`config.mk`:
```
export PLATFORM = sky130hd
export DESIGN_NAME = reg_16bit
export DESIGN_NICKNAME = d
export VERILOG_FILES = /design/src/rtl/reg_16bit.sv
export SDC_FILE = /design/constraint.sdc
export NUM_CORES = 1
export LEC_CHECK = 0
export CAP_MARGIN = 20
export CORE_ASPECT_RATIO = 1.2
export CORE_MARGIN = 8
export CORE_UTILIZATION = 31
export DETAILED_ROUTE_END_ITERATION = 10
export HOLD_SLACK_MARGIN = 0.03
export PLACE_DENSITY = 0.71
export SLEW_MARGIN = 20
export SYNTH_ARGS = -nofsm -noshare
export SYNTH_HDL_FRONTEND = slang
export SYNTH_SLANG_ARGS = --single-unit
```
`constraint.sdc`:
```
create_clock -name clk -period 0.8 [get_ports clk]
set_input_delay 0.24 -clock clk [delete_from_list [all_inputs] [get_ports clk]]
set_output_delay 0.24 -clock clk [all_outputs]
set_load 0.02 [all_outputs]
```
`src/rtl/reg_16bit.sv`:
```
// Load-enabled storage register with synchronous active-high reset (rst > ld > hold).
// Optional even-parity flop q_par is enabled by defining REG_16BIT_PARITY_EN.
module reg_16bit #(
  parameter int unsigned     WIDTH   = 16,
  parameter logic [WIDTH-1:0] RST_VAL = '0
) (
  input  logic             clk,
  input  logic             rst,
  input  logic             ld,
  input  logic [WIDTH-1:0] d,
`ifdef REG_16BIT_PARITY_EN
  output logic             q_par,
`endif
  output logic [WIDTH-1:0] q
);

  logic [WIDTH-1:0] q_d;
  logic [WIDTH-1:0] q_q;

  // Next-state select: reset wins over load, otherwise hold.
  always_comb begin
    q_d = q_q;
    if (rst) begin
      q_d = RST_VAL;
    end else if (ld) begin
      q_d = d;
    end
  end

  // No power-up initialiser: q is undefined until the first reset or load.
  always_ff @(posedge clk) begin
    q_q <= q_d;
  end

  assign q = q_q;

`ifdef REG_16BIT_PARITY_EN
  logic par_d;
  logic par_q;

  // Parity tracks q under the same priority, so q_par == ^q once defined.
  always_comb begin
    par_d = par_q;
    if (rst) begin
      par_d = ^RST_VAL;
    end else if (ld) begin
      par_d = ^d;
    end
  end

  always_ff @(posedge clk) begin
    par_q <= par_d;
  end

  assign q_par = par_q;
`endif

endmodule

```
* Word level (Yosys, flattened, before mapping)
Cells that the tools add are included.
** Storage, ports and cells
- Output and inout bits :: 16
- Word-level logic and storage cells :: 1
- Bits of input ports :: 19
- Bits in registers :: 16

* Longest topological paths before layout
Gate-level depths: netlist of run 1.
- Word-level depth :: 0
- Gate-level depth with buffers :: 4
- Mapped depth without buffers :: 2

* Worst setup path before layout of run 1
Ideal clock, no wire load.
- Path type :: in2reg
- From :: input port ld
- To :: register q_q[10] (netlist: q[10])
- Setup slack :: -22 ps
- Data arrival time :: 705 ps
- Library setup time :: 117 ps
- Path buffers :: 2
- Required time :: 683 ps
- Stages on the path :: 4
- Path through :: buf_6 > buf_12 > mux2i_1 > nor2_1
** RTL lines
- start: declaration :: RTL line 9 : input logic ld,
- end signal: assignment :: RTL line 32 : q_q <= q_d;
- end: declaration :: RTL line 18 : logic [WIDTH-1:0] q_q;

* Worst setup path in the final report of run 1
- From :: register q_q[14] (netlist: q[14])
- To :: output port q[14]
** RTL lines
- end: declaration :: RTL line 14 : output logic [WIDTH-1:0] q
No word-level cell between the ends.

==> results_tabular.tex, run 1 <==
\begin{tabular}{lr}
\hline
Metric & Value \\
\hline
\multicolumn{2}{l}{\textbf{Place}} \\
\quad Number of placed instances, taps included & 103 \\
\quad Quantity of I/O buffers inserted on ports & 34 \\
\quad RD Place Congestion & 0.625 \\
\quad Placed wire-length estimate & 1070 um \\
\quad Worst-case setup slack after placement & -502 ps \\
\quad Placed inst area & 945 um2 \\
\multicolumn{2}{l}{\textbf{Power and ir drop}} \\
\quad Static power due to leakage & 0.510 nW \\
\quad Proportion of power drawn by flip-flops and latches & 48.8\% \\
\quad VDD IR max & 1.21 mV \\
\quad Overall power after layout & 1.82 mW \\
\quad Combinational share of power & 22.8\% \\
\quad Internal Power & 1.38 mW \\
\quad Power density normalized to cell area & 1670 mW/mm2 \\
\quad Power spent charging and discharging nets & 430 uW \\
\quad Sw Share & 23.7\% \\
\quad Fraction of power consumed by the clock network & 28.4\% \\
\multicolumn{2}{l}{\textbf{Clock network}} \\
\quad Clock buffer depth & 2 \\
\quad Latest clock arrival within the worst-skew pair & 270 ps \\
\quad Clock root buffer & clkbuf\_4 \\
\quad CTS tree & yes \\
\quad TritonCTS sink count & 16 \\
\quad Quantity of hold-fixing buffers added after cts & 0 \\
\quad Clock Pin Slew Worst Setup and Hold Paths & 90 ps \\
\quad Number of levels the H-tree was split into & 1 \\
\quad Number of buffers inserted during clock tree synthesis & 3 \\
\multicolumn{2}{l}{\textbf{Logic synthesis}} \\
\quad FF+latch count, synth & 16 \\
\quad Register area share after synthesis & 55.2\% \\
\quad Mux share of post-synthesis cell area & 27.6\% \\
\quad Distinct cell type count after synthesis & 7 \\
\quad Mean instance size in the synthesized netlist & 11.2 um2 \\
\quad Area of the mapped netlist & 581 um2 \\
\quad Compound-gate portion of the synthesized area & 0\% \\
\quad Warnings from Yosys & 0 \\
\quad Combinational family with the most area after synthesis & multiplexers \\
\quad Adder-cell share of the synthesized area & 0\% \\
\quad Post-Synth Simple-Gate Area & 10.3\% \\
\quad Synth Instances & 52 \\
\quad Synthesized Nets & 71 \\
\quad Area share of xor/xnor cells in the synthesized design & 0\% \\
\multicolumn{2}{l}{\textbf{Timing}} \\
\quad Worst-margin pin slew & 215 ps \\
\quad Count of pins over their slew limit & 0 \\
\quad Finish-stage setup viols & 16 \\
\quad Max Freq & 1020 MHz \\
\quad Setup repair after global routing missed its margin & true \\
\quad Tightest hold margin & 378 ps \\
\quad Time the final worst path needs with I/O delays and setup & 981 ps \\
\quad Share of the clock period used by the worst path after layout & 123\% \\
\quad Worst relative slew slack & 85.7\% \\
\quad Final hold viol count & 0 \\
\quad Post-layout worst setup margin & -181 ps \\
\quad Final Skew & 0 ps \\
\quad Summed negative setup slack over all endpoints & -2760 ps \\
\multicolumn{2}{l}{\textbf{Global route}} \\
\quad Global route total overflow & 0 \\
\quad Via count of the first global-routing pass & 591 \\
\quad Largest net degree at the start of global routing & 17 \\
\quad Initial antenna violation count & 0 \\
\quad Overall routing resource usage & 8.61\% \\
\quad Wire length of the first global-routing pass & 2580 um \\
\multicolumn{2}{l}{\textbf{Floorplanning}} \\
\quad Die boundary width & 55.5 um \\
\quad Placeable core area & 0.00181 mm2 \\
\quad Total die area & 0.00352 mm2 \\
\quad Vertical die dimension & 63.4 um \\
\quad Effective utilization at floorplan & 32.1\% \\
\quad \# rows & 17 \\
\quad I/O pin count & 35 \\
\multicolumn{2}{l}{\textbf{Finish}} \\
\quad Share of post-route cells with drive strength above 1 & 46.2\% \\
\quad Leading cell types in the layout, fill and taps excluded & 17 x buf\_6, 16 x mux2i\_1, 16 x nor2\_1, 16 x clkdlybuf4s50\_1, 16 x dfxtp\_2 \\
\quad Most common cell after layout, fill and taps aside & buf\_6 \\
\quad Final Util & 60.2\% \\
\quad Register Area & 340 um2 \\
\quad Flip-flop count of the largest register, all copies and words added & 16 \\
\quad Area occupied by multi-input gates & 220 um2 \\
\quad Final instance area & 0.00109 mm2 \\
\quad Count of filler cells inserted in the layout & 154 \\
\quad Number of antenna cells inserted & 0 \\
\quad \# nets final & 111 \\
\quad Post-layout instance count excluding filler cells & 110 \\
\quad Area Overhead vs Synth & 87.5\% \\
\multicolumn{2}{l}{\textbf{Drt}} \\
\quad Number of DRC violations after detailed-routing iteration 0 & 4 \\
\quad Met2 wirelength from detailed routing & 713 um \\
\quad Total number of vias & 498 \\
\quad Remaining design rule violation count & 0 \\
\quad Max layer used & met3 \\
\quad Met3 wirelength from detailed routing & 183 um \\
\quad Routed wire length & 1540 um \\
\quad Routed length on met1 & 638 um \\
\quad Drt pass-1 iters & 3 \\
\quad Vias per cell & 4.53 \\
\quad Remaining number of nets flagged by the antenna check after routing & 0 \\
\quad Post-detailed-route wirelength per cell & 14.0 um \\
\multicolumn{2}{l}{\textbf{Worst setup path}} \\
\quad CP max FO & 2 \\
\quad Critical Path Sink Type & output port \\
\quad Slowest CP cell & dfxtp\_2 \\
\quad Crit path launch type & flop \\
\quad Crit path max-delay family & flip-flops \\
\quad Critical path class & reg2out \\
\quad Crit path DAT & 740 ps \\
\quad Cell chain of the critical path & buf\_6 \\
\quad Data required time at the worst endpoint & 560 ps \\
\quad Buffers and inverters on the worst path & 1 \\
\quad Largest stage delay on the critical path & 350 ps \\
\multicolumn{2}{l}{\textbf{Run status}} \\
\quad Outcome & complete, but fails checks \\
\quad Violated checks & setup timing \\
\multicolumn{2}{l}{\textbf{Hold path}} \\
\quad Tightest Hold Check Type & in2reg \\
\multicolumn{2}{l}{\textbf{Run}} \\
\quad Number of max-cap violations & 0 \\
\hline
\end{tabular}
-- worst paths after layout --
| check | to | slack, ps | from | cells after the start |
|---|---|---|---|---|
| max | q[14] | -180 | q[14] | 1 |
| min | q[1] | 380 | rst | 3 |
| min reg2reg | q[13] | 500 | q[13] | 2 |
| max reg2reg | q[11] | 80 | q[11] | 3 |
-- final cells by class --
cell class / count / share of cell area (%)
Timing Repair Buffer: 39 / 43.0
Tap cell: 19 / 2.18
Multi-Input combinational cell: 32 / 20.2
Sequential cell: 16 / 31.3
Clock buffer: 4 / 3.33
-- synthesized netlist by cell type --
library cell,instances,share of area (%)
buf_12,1,3.4
dfxtp_1,16,55
buf_1,1,0.65
buf_6,1,1.9
buf_2,1,0.86
mux2i_1,16,28
nor2_1,16,10
-- metal layers --
metal  up-vias  global-route usage, %
li1        251                      -
met1       223                   9.83
met2        24                   12.9
met3         0                   5.21
met4         0                   2.78
met5         -                      0
-- worst min-delay path: cells and delay by family --
kind                   cells  cell delay, ps
buffers and inverters      2             340
and+or+nand+nor            1              40
-- repair_timing --
| item | in CTS | in global routing |
|---|---|---|
| hold endpoints to repair | 0 | 0 |
| setup endpoints to repair | 32 | 24 |
| gates resized for setup | 115 | 3 |
| pin swaps | 0 | 1 |
| buffers inserted | 1 | 1 |
| cloned | 1 | 1 |
-- logic make-up after synthesis --
group,count (synthesis)
buffers and inverters,4
DFF,16
and+or+nand+nor,16
muxes,16
-- power groups by stage --
stage | Clock (mW) | Combinational, mW | Sequential [mW]
6_report | 0.515 | 0.414 | 0.886
4_1_cts | 0.529 | 0.407 | 0.887
5_1_grt | 0.568 | 0.444 | 0.893
3_5_place_dp | 0 | 0.370 | 0.886
2_1_floorplan | 0 | 0.116 | 0.943
3_3_place_gp | 0 | 0.366 | 0.884
Note: power is estimated with default switching activity, not from simulation.
==> inputs of run 2 (changes only) <==
- CORE_MARGIN: 8 -> unset
==> results_tabular.tex, run 2 (synthesis gave the netlist of run 1 again) <==
\begin{tabular}{lr}
\hline
Metric & Value \\
\hline
\multicolumn{2}{l}{\textbf{Drt}} \\
\quad Drt pass-1 iters & 3 (unchanged) \\
\quad Post-detailed-route wirelength per cell & 11.3 um (was 14.0 um) \\
\quad Routed wire length & 1230 um (was 1540 um) \\
\quad Total number of vias & 504 (was 498) \\
\quad Remaining design rule violation count & 0 (unchanged) \\
\quad Remaining number of nets flagged by the antenna check after routing & 0 (unchanged) \\
\quad Vias per cell & 4.67 (was 4.53) \\
\quad Number of DRC violations after detailed-routing iteration 0 & 3 (was 4) \\
\multicolumn{2}{l}{\textbf{Finish}} \\
\quad Share of post-route cells with drive strength above 1 & 45.6\% (was 46.2\%) \\
\quad Leading cell types in the layout, fill and taps excluded & 17 x clkdlybuf4s50\_1, 16 x mux2i\_1, 16 x nor2\_1, 16 x buf\_6, 16 x dfxtp\_2 (was 17 x buf\_6, 16 x mux2i\_1, 16 x nor2\_1, 16 x clkdlybuf4s50\_1, 16 x dfxtp\_2) \\
\quad Most common cell after layout, fill and taps aside & clkdlybuf4s50\_1 (was buf\_6) \\
\quad \# nets final & 110 (was 111) \\
\quad Final instance area & 0.00106 mm2 (was 0.00109 mm2) \\
\quad Flip-flop count of the largest register, all copies and words added & 16 (unchanged) \\
\quad Count of filler cells inserted in the layout & 153 (was 154) \\
\quad Area Overhead vs Synth & 81.9\% (was 87.5\%) \\
\quad Post-layout instance count excluding filler cells & 108 (was 110) \\
\quad Final Util & 62.1\% (was 60.2\%) \\
\quad Number of antenna cells inserted & 0 (unchanged) \\
\multicolumn{2}{l}{\textbf{Timing}} \\
\quad Setup repair after global routing missed its margin & true (unchanged) \\
\quad Worst-margin pin slew & 144 ps (was 215 ps) \\
\quad Finish-stage setup viols & 16 (unchanged) \\
\quad Final Skew & 0 ps (unchanged) \\
\quad Final hold viol count & 0 (unchanged) \\
\quad Worst relative slew slack & 90.1\% (was 85.7\%) \\
\quad Tightest hold margin & 501 ps (was 378 ps) \\
\quad Time the final worst path needs with I/O delays and setup & 981 ps (about the same) \\
\quad Share of the clock period used by the worst path after layout & 123\% (about the same) \\
\quad Count of pins over their slew limit & 0 (unchanged) \\
\quad Max Freq & 1020 MHz (about the same) \\
\quad Post-layout worst setup margin & -181 ps (about the same) \\
\multicolumn{2}{l}{\textbf{Hold path}} \\
\quad Tightest Hold Check Type & reg2reg (was in2reg) \\
\multicolumn{2}{l}{\textbf{Clock network}} \\
\quad Number of buffers inserted during clock tree synthesis & 3 (unchanged) \\
\quad Number of levels the H-tree was split into & 1 (unchanged) \\
\quad CTS tree & yes (unchanged) \\
\quad Clock Pin Slew Worst Setup and Hold Paths & 90 ps (about the same) \\
\quad Clock buffer depth & 2 (unchanged) \\
\quad Clock root buffer & clkbuf\_4 (unchanged) \\
\quad TritonCTS sink count & 16 (unchanged) \\
\quad Latest clock arrival within the worst-skew pair & 280 ps (was 270 ps) \\
\multicolumn{2}{l}{\textbf{Worst setup path}} \\
\quad Crit path DAT & 740 ps (about the same) \\
\quad Critical path class & reg2out (unchanged) \\
\quad Crit path launch type & flop (unchanged) \\
\quad Cell chain of the critical path & buf\_6 (unchanged) \\
\quad CP max FO & 2 (unchanged) \\
\quad Data required time at the worst endpoint & 560 ps (about the same) \\
\quad Crit path max-delay family & flip-flops (unchanged) \\
\quad Critical Path Sink Type & output port (unchanged) \\
\quad Slowest CP cell & dfxtp\_2 (unchanged) \\
\quad Buffers and inverters on the worst path & 1 (unchanged) \\
\quad Largest stage delay on the critical path & 350 ps (about the same) \\
\multicolumn{2}{l}{\textbf{Place}} \\
\quad RD Place Congestion & 0.659 (was 0.625) \\
\quad Placed inst area & 943 um2 (was 945 um2) \\
\quad Quantity of I/O buffers inserted on ports & 34 (unchanged) \\
\quad Placed wire-length estimate & 824 um (was 1070 um) \\
\quad Number of placed instances, taps included & 102 (was 103) \\
\multicolumn{2}{l}{\textbf{Run status}} \\
\quad Outcome & complete, but fails checks (unchanged) \\
\quad Violated checks & setup timing (unchanged) \\
\multicolumn{2}{l}{\textbf{Floorplanning}} \\
\quad Effective utilization at floorplan & 34.1\% (was 32.1\%) \\
\quad I/O pin count & 35 (unchanged) \\
\quad Die boundary width & 41.5 um (was 55.5 um) \\
\quad Vertical die dimension & 49.4 um (was 63.4 um) \\
\quad Placeable core area & 0.00170 mm2 (was 0.00181 mm2) \\
\quad Total die area & 0.00205 mm2 (was 0.00352 mm2) \\
\quad \# rows & 16 (was 17) \\
\multicolumn{2}{l}{\textbf{Global route}} \\
\quad Global route total overflow & 0 (unchanged) \\
\quad Overall routing resource usage & 13.5\% (was 8.61\%) \\
\quad Wire length of the first global-routing pass & 2050 um (was 2580 um) \\
\quad Initial antenna violation count & 0 (unchanged) \\
\quad Via count of the first global-routing pass & 451 (was 591) \\
\quad Largest net degree at the start of global routing & 17 (unchanged) \\
\multicolumn{2}{l}{\textbf{Run}} \\
\quad Number of max-cap violations & 0 (unchanged) \\
\multicolumn{2}{l}{\textbf{Power and ir drop}} \\
\quad VDD IR max & 0.917 mV (was 1.21 mV) \\
\quad Power density normalized to cell area & 1710 mW/mm2 (was 1670 mW/mm2) \\
\quad Static power due to leakage & 0.488 nW (was 0.510 nW) \\
\hline
\end{tabular}
run 2: changes by cell type in the layout (fill, tap and decap cells not counted):
cell / previous run / this run
dlymetal6s2s_1: 1 / 0
buf_4: 0 / 1
clkdlybuf4s50_1: 16 / 17
clkbuf_16: 1 / 0
buf_6: 17 / 16
run 2: power breakdown:
group          switching [mW]  internal [mW]
Sequential             0.0325          0.853
Combinational           0.151          0.243
Clock                   0.246          0.277
Total                   0.430           1.37
run 2: through the flow:
step           TNS (ps)  total power [mW]  worst slack (ps)
4_1_cts           -3000              1.82              -195
5_1_grt           -3510              1.90              -226
2_1_floorplan         0              1.06              6.96
6_report          -2810              1.80              -181
3_3_place_gp     -13220              1.25              -480
3_5_place_dp     -13560              1.25              -517
run 2: per-layer routing:
layer | global-route usage [%] | vias to the layer above | wire (um)
li1 | - | 249 | -
met1 | 15.9 | 233 | 474
met2 | 20.6 | 20 | 654
met3 | 6.30 | 2 | 81
met4 | 6.45 | 0 | 13
met5 | 0 | - | 0
run 2: worst paths after layout:
check | slack [ps] | start | end | cells after the start
setup / recovery | -180 | q[0] | q[0] | 1
hold / removal | 500 | q[4] | q[4] | 2
setup reg to reg | 60 | q[2] | q[2] | 3
hold reg to reg | 500 | q[4] | q[4] | 2
run 2: final cells by class:
class | instances | area (um2) | area share [%]
timing repair buffer | 38 | 437 | 41.4
multi-input combinational | 32 | 220 | 20.9
clock buffer | 4 | 36.3 | 3.44
tap | 18 | 22.5 | 2.13
sequential | 16 | 340 | 32.2
run 2: timing repair:
action / in CTS / in global routing
endpoints found under the setup margin: 32 / 19
buffers inserted: 0 / 1
resized for setup: 115 / 1
gates cloned: 1 / 0
hold buffers: 0 / 0
